### config.mk
export PLATFORM = sky130hd
export DESIGN_NAME = vjtag_sram_bridge_flat
export DESIGN_NICKNAME = d
export VERILOG_FILES = /design/src/rtl/vjtag_pkg.sv /design/src/rtl/vjtag_sram_bridge_if.sv /design/src/rtl/vjtag_sync.sv /design/src/rtl/vjtag_sram_bridge.sv /design/src/flat_wrapper.sv
export SDC_FILE = /design/constraint.sdc
export NUM_CORES = 1
export LEC_CHECK = 0
export CORE_UTILIZATION = 48
export CTS_CLUSTER_DIAMETER = 50
export DETAILED_ROUTE_END_ITERATION = 6
export HOLD_SLACK_MARGIN = 0.03
export PLACE_DENSITY = 0.83
export SYNTH_ARGS = -nofsm -noshare
export SYNTH_HDL_FRONTEND = slang
export SYNTH_SLANG_ARGS = --single-unit
### constraint.sdc
create_clock -name clk -period 1.75 [get_ports clk]
set_input_delay 0.175 -clock clk [delete_from_list [all_inputs] [get_ports clk]]
set_output_delay 0.175 -clock clk [all_outputs]
set_load 0.02 [all_outputs]
### src/rtl/vjtag_pkg.sv
// Shared types for the virtual-JTAG to SRAM bridge: command opcodes, FSM states
// and the frame-width helper.
package vjtag_pkg;

    typedef enum logic [1:0] {
        OpNop     = 2'b00,
        OpWrite   = 2'b01,
        OpRead    = 2'b10,
        OpSetAddr = 2'b11
    } opcode_e;

    typedef enum logic [1:0] {
        StIdle,
        StWr,
        StRdWait,
        StRdDone
    } state_e;

    function automatic int unsigned frame_w(input int unsigned aw, input int unsigned dw);
        return 2 + aw + dw;
    endfunction

endpackage

### src/rtl/vjtag_sram_bridge_if.sv
// SRAM-side bus of the bridge: the bridge is the master, the memory the slave.
interface vjtag_sram_bridge_if #(
    parameter int unsigned ADDR_W = 16,
    parameter int unsigned DATA_W = 8
);
    logic [ADDR_W-1:0] sram_addr;
    logic [DATA_W-1:0] sram_wdata;
    logic [DATA_W-1:0] sram_rdata;
    logic              sram_we;
    logic              sram_re;

    modport master (
        output sram_addr, sram_wdata, sram_we, sram_re,
        input  sram_rdata
    );

    modport slave (
        input  sram_addr, sram_wdata, sram_we, sram_re,
        output sram_rdata
    );
endinterface

### src/rtl/vjtag_sync.sv
// Multi-bit 2-flop synchroniser with a rising-edge detector on the synchronised value.
module vjtag_sync #(
    parameter int unsigned Width = 1
) (
    input  logic             clk,
    input  logic             aclr_n,
    input  logic [Width-1:0] d_i,
    output logic [Width-1:0] q_o,
    output logic [Width-1:0] rise_o
);
    logic [Width-1:0] meta_q, meta_d;
    logic [Width-1:0] sync_q, sync_d;
    logic [Width-1:0] prev_q, prev_d;

    always_comb begin
        meta_d = d_i;
        sync_d = meta_q;
        prev_d = sync_q;
    end

    always_ff @(posedge clk or negedge aclr_n) begin
        if (!aclr_n) begin
            meta_q <= '0;
            sync_q <= '0;
            prev_q <= '0;
        end else begin
            meta_q <= meta_d;
            sync_q <= sync_d;
            prev_q <= prev_d;
        end
    end

    assign q_o    = sync_q;
    assign rise_o = sync_q & ~prev_q;
endmodule

### src/rtl/vjtag_sram_bridge.sv
// Virtual-JTAG frame shifter driving single-cycle SRAM reads/writes.
// Optional AUTO_INC_EN: address pointer loaded by SETADDR and post-incremented per access.
module vjtag_sram_bridge
    import vjtag_pkg::*;
#(
    parameter int unsigned ADDR_W = 16,
    parameter int unsigned DATA_W = 8,
    parameter int unsigned RD_LAT = 1
) (
    input  logic                       clk,
    input  logic                       aclr_n,
    input  logic                       tck,
    input  logic                       tdi,
    input  logic                       v_sdr,
    input  logic                       udr,
    output logic                       tdo,
    vjtag_sram_bridge_if.master        sram,
    output logic                       busy,
    output logic                       cmd_drop
);
    localparam int unsigned FW   = frame_w(ADDR_W, DATA_W);
    localparam int unsigned CntW = $clog2(RD_LAT + 1);

    logic [3:0] sync_s, sync_rise;
    logic       tck_rise, tdi_s, v_sdr_s, udr_rise;
    logic       unused_sync;

    vjtag_sync #(.Width(4)) u_sync (
        .clk    (clk),
        .aclr_n (aclr_n),
        .d_i    ({tck, tdi, v_sdr, udr}),
        .q_o    (sync_s),
        .rise_o (sync_rise)
    );

    assign tck_rise    = sync_rise[3];
    assign tdi_s       = sync_s[2];
    assign v_sdr_s     = sync_s[1];
    assign udr_rise    = sync_rise[0];
    assign unused_sync = ^{sync_s[3], sync_s[0], sync_rise[2:1]};

    state_e            state_q, state_d;
    logic [FW-1:0]     frame_q, frame_d;
    logic [ADDR_W-1:0] addr_q, addr_d;
    logic [DATA_W-1:0] wdata_q, wdata_d;
    logic [DATA_W-1:0] rdata_q, rdata_d;
    logic [CntW-1:0]   cnt_q, cnt_d;
    logic              we_q, we_d, re_q, re_d, busy_q, busy_d, drop_q, drop_d;
`ifdef AUTO_INC_EN
    logic [ADDR_W-1:0] ptr_q, ptr_d;
`endif

    opcode_e           op_f;
    logic [ADDR_W-1:0] addr_f, acc_addr;
    logic [DATA_W-1:0] data_f;

    assign op_f   = opcode_e'(frame_q[1:0]);
    assign data_f = frame_q[DATA_W+1:2];
    assign addr_f = frame_q[FW-1:DATA_W+2];
`ifdef AUTO_INC_EN
    assign acc_addr = ptr_q;
`else
    assign acc_addr = addr_f;
`endif

    always_comb begin
        state_d = state_q;
        frame_d = frame_q;
        addr_d  = addr_q;
        wdata_d = wdata_q;
        rdata_d = rdata_q;
        cnt_d   = cnt_q;
        we_d    = 1'b0;
        re_d    = 1'b0;
`ifdef AUTO_INC_EN
        ptr_d   = ptr_q;
`endif
        // Shifting is independent of the command FSM.
        if (tck_rise && v_sdr_s) begin
            frame_d = {tdi_s, frame_q[FW-1:1]};
        end
        unique case (state_q)
            StIdle: begin
                if (udr_rise) begin
                    case (op_f)
                        OpWrite: begin
                            state_d = StWr;
                            we_d    = 1'b1;
                            addr_d  = acc_addr;
                            wdata_d = data_f;
                        end
                        OpRead: begin
                            state_d = StRdWait;
                            re_d    = 1'b1;
                            addr_d  = acc_addr;
                            cnt_d   = '0;
                        end
`ifdef AUTO_INC_EN
                        OpSetAddr: ptr_d = addr_f;
`endif
                        default: ;
                    endcase
                end
            end
            StWr: begin
                state_d = StIdle;
`ifdef AUTO_INC_EN
                ptr_d   = ptr_q + 1'b1;
`endif
            end
            StRdWait: begin
`ifdef AUTO_INC_EN
                if (re_q) ptr_d = ptr_q + 1'b1;
`endif
                // cnt counts cycles since the strobe; data is valid after RD_LAT of them.
                if (cnt_q == CntW'(RD_LAT)) begin
                    rdata_d = sram.sram_rdata;
                    state_d = StRdDone;
                end else begin
                    cnt_d = cnt_q + 1'b1;
                end
            end
            StRdDone: begin
                if (!v_sdr_s) begin
                    frame_d[DATA_W-1:0] = rdata_q;
                    state_d             = StIdle;
                end
            end
            default: state_d = StIdle;
        endcase
        drop_d = udr_rise && (state_q != StIdle);
        busy_d = (state_d != StIdle);
    end

    always_ff @(posedge clk or negedge aclr_n) begin
        if (!aclr_n) begin
            state_q <= StIdle;
            frame_q <= '0;
            addr_q  <= '0;
            wdata_q <= '0;
            rdata_q <= '0;
            cnt_q   <= '0;
            we_q    <= 1'b0;
            re_q    <= 1'b0;
            busy_q  <= 1'b0;
            drop_q  <= 1'b0;
`ifdef AUTO_INC_EN
            ptr_q   <= '0;
`endif
        end else begin
            state_q <= state_d;
            frame_q <= frame_d;
            addr_q  <= addr_d;
            wdata_q <= wdata_d;
            rdata_q <= rdata_d;
            cnt_q   <= cnt_d;
            we_q    <= we_d;
            re_q    <= re_d;
            busy_q  <= busy_d;
            drop_q  <= drop_d;
`ifdef AUTO_INC_EN
            ptr_q   <= ptr_d;
`endif
        end
    end

    assign tdo             = frame_q[0];
    assign sram.sram_addr  = addr_q;
    assign sram.sram_wdata = wdata_q;
    assign sram.sram_we    = we_q;
    assign sram.sram_re    = re_q;
    assign busy            = busy_q;
    assign cmd_drop        = drop_q;
endmodule

### src/flat_wrapper.sv
// flat-port wrapper written by rule: the top's interface ports become plain ports
module vjtag_sram_bridge_flat import vjtag_pkg::*;
#(
    parameter int unsigned ADDR_W = 16,
    parameter int unsigned DATA_W = 8,
    parameter int unsigned RD_LAT = 1
)
  (clk, aclr_n, tck, tdi, v_sdr, udr, tdo, busy, cmd_drop, sram_sram_addr, sram_sram_wdata, sram_sram_we, sram_sram_re, sram_sram_rdata);
  vjtag_sram_bridge_if #(.ADDR_W(ADDR_W), .DATA_W(DATA_W)) sram_i ();
  input  logic clk;
  input  logic aclr_n;
  input  logic tck;
  input  logic tdi;
  input  logic v_sdr;
  input  logic udr;
  output logic tdo;
  output logic busy;
  output logic cmd_drop;
  output wire logic [$bits(sram_i.sram_addr)-1:0] sram_sram_addr;
  output wire logic [$bits(sram_i.sram_wdata)-1:0] sram_sram_wdata;
  output wire logic [$bits(sram_i.sram_we)-1:0] sram_sram_we;
  output wire logic [$bits(sram_i.sram_re)-1:0] sram_sram_re;
  input wire logic [$bits(sram_i.sram_rdata)-1:0] sram_sram_rdata;
  assign sram_sram_addr = sram_i.sram_addr;
  assign sram_sram_wdata = sram_i.sram_wdata;
  assign sram_sram_we = sram_i.sram_we;
  assign sram_sram_re = sram_i.sram_re;
  assign sram_i.sram_rdata = sram_sram_rdata;
  vjtag_sram_bridge #(.ADDR_W(ADDR_W), .DATA_W(DATA_W), .RD_LAT(RD_LAT)) u_core (.clk(clk), .aclr_n(aclr_n), .tck(tck), .tdi(tdi), .v_sdr(v_sdr), .udr(udr), .tdo(tdo), .sram(sram_i), .busy(busy), .cmd_drop(cmd_drop));
endmodule
* Word-level counts from Yosys, hierarchy flattened *
Index checks and enable logic that the tools add are counted.

cells by class
  add/sub/neg operators = 1
  equality and inequality tests = 7
  multiplexer cells = 18
  bitwise gates (word level) = 2
  reductions and logical operators = 11

operators by type and width
  operator                                                                count
  8-bit two-way mux                                                       3
  1-bit two-way mux                                                       9
  3-bit AND reduction                                                     3
  2-bit case mux with 4 select lines                                      1
  2-bit equality test (second input constant)                             3
  2-bit two-way mux                                                       3
  2-bit nonzero test                                                      3
  4-bit AND                                                               1
  2-bit by 1-bit equality test with 1-bit output (second input constant)  2
  4-bit inverter                                                          1
  2-bit case mux with 2 select lines                                      1
  1-bit logical AND                                                       2
  2-bit zero test                                                         1
  2-bit by 1-bit != test with 1-bit output (second input constant)        1
  2-bit != test (second input constant)                                   1
  1-bit case mux with 2 select lines                                      1
  2-bit AND reduction                                                     1
  2-bit OR reduction                                                      1
  1-bit adder (second input constant)                                     1

storage, ports and cells
  bits in registers = 77
  input bits = 14
  output and inout bits = 29
  logic and storage cells = 53

* Longest topological paths before layout *
  depth in word-level cells = 6
  mapped depth = 6
  gate-level depth less buffers = 4

* Modules after synthesis *
From an unflattened synthesis, not the netlist that was laid out.

unflattened totals
  cell total of the unflattened synthesis = 186
  area total of the unflattened synthesis = 2905.3 um^2

modules (own cells, without submodules)
  module             times used  cells an instance  area an instance (um^2)
  vjtag_sram_bridge  1           170                2549.9
  vjtag_sync         1           16                 355.3

* Least setup slack after synthesis *
OpenSTA, ideal clock, no wires.

  path kind = register to register
  from = reg u_core.frame_q[0]
  to = reg u_core.addr_q[10], in the netlist u_core.sram.sram_addr[10]
  setup time = 127 ps
  data arrival time = 1577 ps
  data required time = 1623 ps
  slack = 46 ps
  cell stages (with the launch flop) = 7
  buffers on the path = 2
  period minus slack after synthesis = 1704 ps
  path through = dfrtp_1 inv_1 ha_1 and2b_1 buf_6 buf_6 mux2_1

on the way
  cells in the longest elaborated chain, start to end = 3
  elaborated cells on any way between the ends = 4
  classes of those cells = eq/ne: 2; reduce/logical: 2

RTL lines
  element                                                                                line                      RTL
  from (decl)                                                                            vjtag_sram_bridge.sv:43   logic [FW-1:0] frame_q, frame_d;
  from (signal assigned)                                                                 vjtag_sram_bridge.sv:152  frame_q <= frame_d;
  2-bit by 1-bit equality test with 1-bit output or 2-bit equality test (tied branches)  vjtag_sram_bridge.sv:85   case (op_f)
  2-bit OR reduction (no source line) (*)                                                n/a
  3-bit AND reduction (no source line) (*)                                               n/a
  to (signal assigned)                                                                   vjtag_sram_bridge.sv:153  addr_q <= addr_d;
  to (decl)                                                                              vjtag_sram_bridge.sv:44   logic [ADDR_W-1:0] addr_q, addr_d;

Mark *: on every way between the ends. The rest lies on a longest branch, timed or not.
A chain may end at the register's enable or synchronous reset.

* Worst setup path in the final report *
  from = reg u_core.frame_q[0]
  to = reg u_core.addr_q[6], in the netlist u_core.sram.sram_addr[6]

Same word-level chain as after synthesis.

==> impl_metrics.env <==
export IMPL_run_status="completed"
export IMPL_required_arrival_time_at_the_worst_endpoint_ns=1.98
export IMPL_initial_core_util_pct=50.6
export IMPL_critical_path_buf_inv_count=2
export IMPL_final_max_slew_viol_count=0
export IMPL_critical_path_startpoint_type="flip-flop"
export IMPL_ys_flop_type="sky130_fd_sc_hd__dfrtp_1"
export IMPL_r2r_worst_path_cells=5
export IMPL_placedCellCount=337
export IMPL_worst_hold_startpoint="v_sdr"
export IMPL_timing_rr_end="u_core.sram.sram_addr[6]$_DFFE_PN0P_"
export IMPL_synth_cell_area_um2=2820
export IMPL_htree_num_levels=3
export IMPL_worst_r2r_setup_slack_ns=0.18
export IMPL_top_level_ports=43
export IMPL_synth_ff_latch_count=75
export IMPL_ys_seq_area_share_pct=66.6
export IMPL_placementRows=27
export IMPL_synthDominantAreaCellType="sky130_fd_sc_hd__dfrtp_1"
export IMPL_final_min_clock_period_ns=1.57
export IMPL_p_per_area_nw_per_um2=921
export IMPL_worst_path_max_delay_cell="sky130_fd_sc_hd__dfrtp_1"
export IMPL_vias_in_the_first_global_route=1812
export IMPL_dieArea_um2=6180
export IMPL_commonest_cells_in_the_netlist="75 x sky130_fd_sc_hd__dfrtp_1, 71 x sky130_fd_sc_hd__nand2_1, 26 x sky130_fd_sc_hd__mux2_2"
export IMPL_crit_start="u_core.frame_q[0]$_DFF_PN0_"
export IMPL_fp_dieW_um=78.6
export IMPL_timing_critical_path_max_delay_family="flip-flops"
export IMPL_min_path_cells=1
export IMPL_port_buffers=42
export IMPL_drtPass1Iterations=4
export IMPL_postSynthCellCount=225
export IMPL_arrival_ns=1.79
export IMPL_insertedDiodeCount=0
export IMPL_critical_path_endpoint_type="flip-flop"
export IMPL_average_instance_area_after_synthesis_um2=12.5
export IMPL_tritoncts="built"
export IMPL_place_congestion=0.787
export IMPL_synth_most_common_cell="sky130_fd_sc_hd__dfrtp_1"
export IMPL_p_leak_nw=1.76
export IMPL_synthDominantCellAreaShare_pct=66.6
export IMPL_timing_rr_start="u_core.frame_q[0]$_DFF_PN0_"
export IMPL_fmax_mhz=638
export IMPL_timing_hold_worst_endpoint="u_core.u_sync.meta_q[1]$_DFF_PN0_"
export IMPL_initial_antenna_violation_count=0
export IMPL_worstPathCellList="inv_1 -> ha_1 -> and2b_1 -> buf_12 -> mux2_2"
export IMPL_synth_enable_flop_cells=0
export IMPL_grt_total_usage_pct=18.9
export IMPL_worstHoldPathType="input port to flip-flop"
export IMPL_final_layout_size_suffix_gt1_share_pct=18.1
export IMPL_route_detailed_wl_per_inst_um=14.1
export IMPL_final_antenna_net_count=0
export IMPL_drt_iter0_drc=116
export IMPL_fp_dieH_um=78.6
export IMPL_route_final_wire_length_um=4990
export IMPL_vias=1777
export IMPL_layout_worst_path_cycle_share_pct=89.6
export IMPL_cts_clk_slew_worst_paths_ns=0.08
export IMPL_worst_skew_pair_late_latency_ns=0.35
export IMPL_clock_tree_root_cell="sky130_fd_sc_hd__clkbuf_8"
export IMPL_hold_viol_final=0
export IMPL_synthesis_nets=241
export IMPL_maximum_number_of_pins_on_one_net_before_global_route_repair=46
export IMPL_fp_coreArea_um2=5570
export IMPL_buffers_from_clock_root_to_sink_at_most=2
export IMPL_unrepaired_setup_endpoints_after_global_routing="no"
export IMPL_finish_cell_count_without_fillers=354
export IMPL_timing_max_slew_rel_slack_pct=71.1
export IMPL_worst_max_slew_pin_slew_ns=0.432
export IMPL_fin_worst_skew_ns=0.0133
export IMPL_setup_total_neg_slack_ns=0
export IMPL_yosys_top_cells_area="sky130_fd_sc_hd__dfrtp_1 67%, sky130_fd_sc_hd__mux2_2 10%, sky130_fd_sc_hd__nand2_1 9.5%"
export IMPL_area_growth_syn_to_layout_pct=26.4
export IMPL_levels_on_crit_path=5
export IMPL_detail_route_vias_per_cell=5.02
export IMPL_worst_path_max_fanout=19
export IMPL_fillCellCount=413
export IMPL_worst_setup_path_type="flip-flop to flip-flop"
export IMPL_first_pass_grt_wire_length_um=8630
export IMPL_tritoncts_num_sinks=75
export IMPL_drc_errors=0
export IMPL_grt_overflow_total=0
export IMPL_number_of_distinct_library_cell_variants_in_the_gate_level_netlist_after_synthesis=23
export IMPL_synth_async_reset_ratio_pct=100
export IMPL_place_hpwl_um=3230
export IMPL_cap_viol_max_count=0
export IMPL_yosysWarnings=0
export IMPL_report_final_setup_viol=0
export IMPL_net_count_final=293
export IMPL_ir_worst_vdd_uv=596
export IMPL_timing_critical_path_slowest_cell_delay_ns=0.37
export IMPL_tritoncts_buffers=9
[metrics by stage]
stage               power (mW)  cell area, µm²  setup WS, ns  hold slack [ns]  utilization [%]
floorplan                 1.93            2820        0.0457           -0.121                -
global placement          2.01            3360         0.214            0.131             60.3
detailed placement        2.02            3360         0.184            0.137             60.3
CTS                       3.30            3560         0.171            0.256             63.9
global route              3.41            3560        0.0969            0.251             63.9
finish                    3.28            3560         0.183            0.261             63.9
[cells by family after synthesis]
family | count (synthesis) | share of synthesized area [%]
mux | 33 | 13.2
flops | 75 | 66.6
buf+inv | 13 | 2.57
compound gates | 13 | 3.24
simple gates | 89 | 13.5
fa+ha+maj | 2 | 0.888
[timing repair]
| action | in CTS | in global routing |
|---|---|---|
| hold endpoints to repair | 30 | 0 |
| gates resized for setup | 0 | 0 |
| buffers inserted | 0 | 0 |
| hold buffers | 1 | 0 |
[cell usage in the layout, fill, tap and decap left out]
master and instances:
sky130_fd_sc_hd__clkdlybuf4s50_1 41, sky130_fd_sc_hd__and2b_1 1, sky130_fd_sc_hd__bufinv_16 1, sky130_fd_sc_hd__nor2b_1 1
sky130_fd_sc_hd__nor2_1 9, sky130_fd_sc_hd__buf_4 5, sky130_fd_sc_hd__clkbuf_8 9, sky130_fd_sc_hd__ha_1 2
sky130_fd_sc_hd__o21ai_0 1, sky130_fd_sc_hd__nand2_1 71, sky130_fd_sc_hd__nor4b_4 1, sky130_fd_sc_hd__dlygate4sd3_1 1
sky130_fd_sc_hd__a22o_1 3, sky130_fd_sc_hd__or2_2 1, sky130_fd_sc_hd__mux2_2 26, sky130_fd_sc_hd__a31oi_1 7
sky130_fd_sc_hd__dfrtp_1 75, sky130_fd_sc_hd__clkinv_4 1, sky130_fd_sc_hd__o22a_1 1, sky130_fd_sc_hd__clkbuf_1 1
sky130_fd_sc_hd__nor3b_1 1, sky130_fd_sc_hd__a21o_1 1, sky130_fd_sc_hd__inv_1 4, sky130_fd_sc_hd__nand3b_1 2
sky130_fd_sc_hd__mux2_1 7, sky130_fd_sc_hd__clkinv_2 1, sky130_fd_sc_hd__clkinvlp_4 3, sky130_fd_sc_hd__buf_12 3
sky130_fd_sc_hd__and3b_1 1, sky130_fd_sc_hd__nand2b_1 1
[state kept, by name (all words and copies together) (netlist names), 2 cells and up]
register	count
u_core.state_q	2
u_core.rdata_q	8
u_core.u_sync.q_o	4
u_core.frame_q	26
u_core.u_sync.prev_q	2
u_core.sram.sram_wdata	8
u_core.u_sync.meta_q	4
u_core.sram.sram_addr	16
[worst max-delay path by stage]
| stage | endpoint | slack, ns |
|---|---|---|
| 3_3_place_gp | u_core.sram.sram_addr[2]$_DFFE_PN0P_ | 0.21 |
| 4_1_cts | u_core.sram.sram_addr[8]$_DFFE_PN0P_ | 0.17 |
| 5_1_grt | u_core.sram.sram_addr[7]$_DFFE_PN0P_ | 0.1 |
| 3_5_place_dp | u_core.sram.sram_addr[1]$_DFFE_PN0P_ | 0.18 |
| 2_1_floorplan | u_core.sram.sram_addr[10]$_DFFE_PN0P_ | 0.05 |
| 6_report | u_core.sram.sram_addr[6]$_DFFE_PN0P_ | 0.18 |
[metal layers]
metal,global-route usage (%),share of wire (%)
met5,0,0
met3,5.81,5.1
met4,8.33,2.0
met2,26.6,44
met1,26.9,49
[power by group]
group / switching (mW) / leakage, nW / internal [mW]
combinational: 0.0774 / 0.667 / 0.0653
sequential: 0.0472 / 1.00 / 1.80
clock: 0.635 / 0.0885 / 0.658
[final cells by class]
cell class	count	area (µm²)	area share [%]
Inverter	4	15.0	0.421
Tap cell	72	90.1	2.53
Multi-Input combinational cell	137	870	24.4
Clock buffer	10	128	3.58
Sequential cell	75	1880	52.7
Timing Repair Buffer	50	518	14.5
Clock inverter	6	66.3	1.86
No activity file was read; power rests on OpenSTA's default activity.
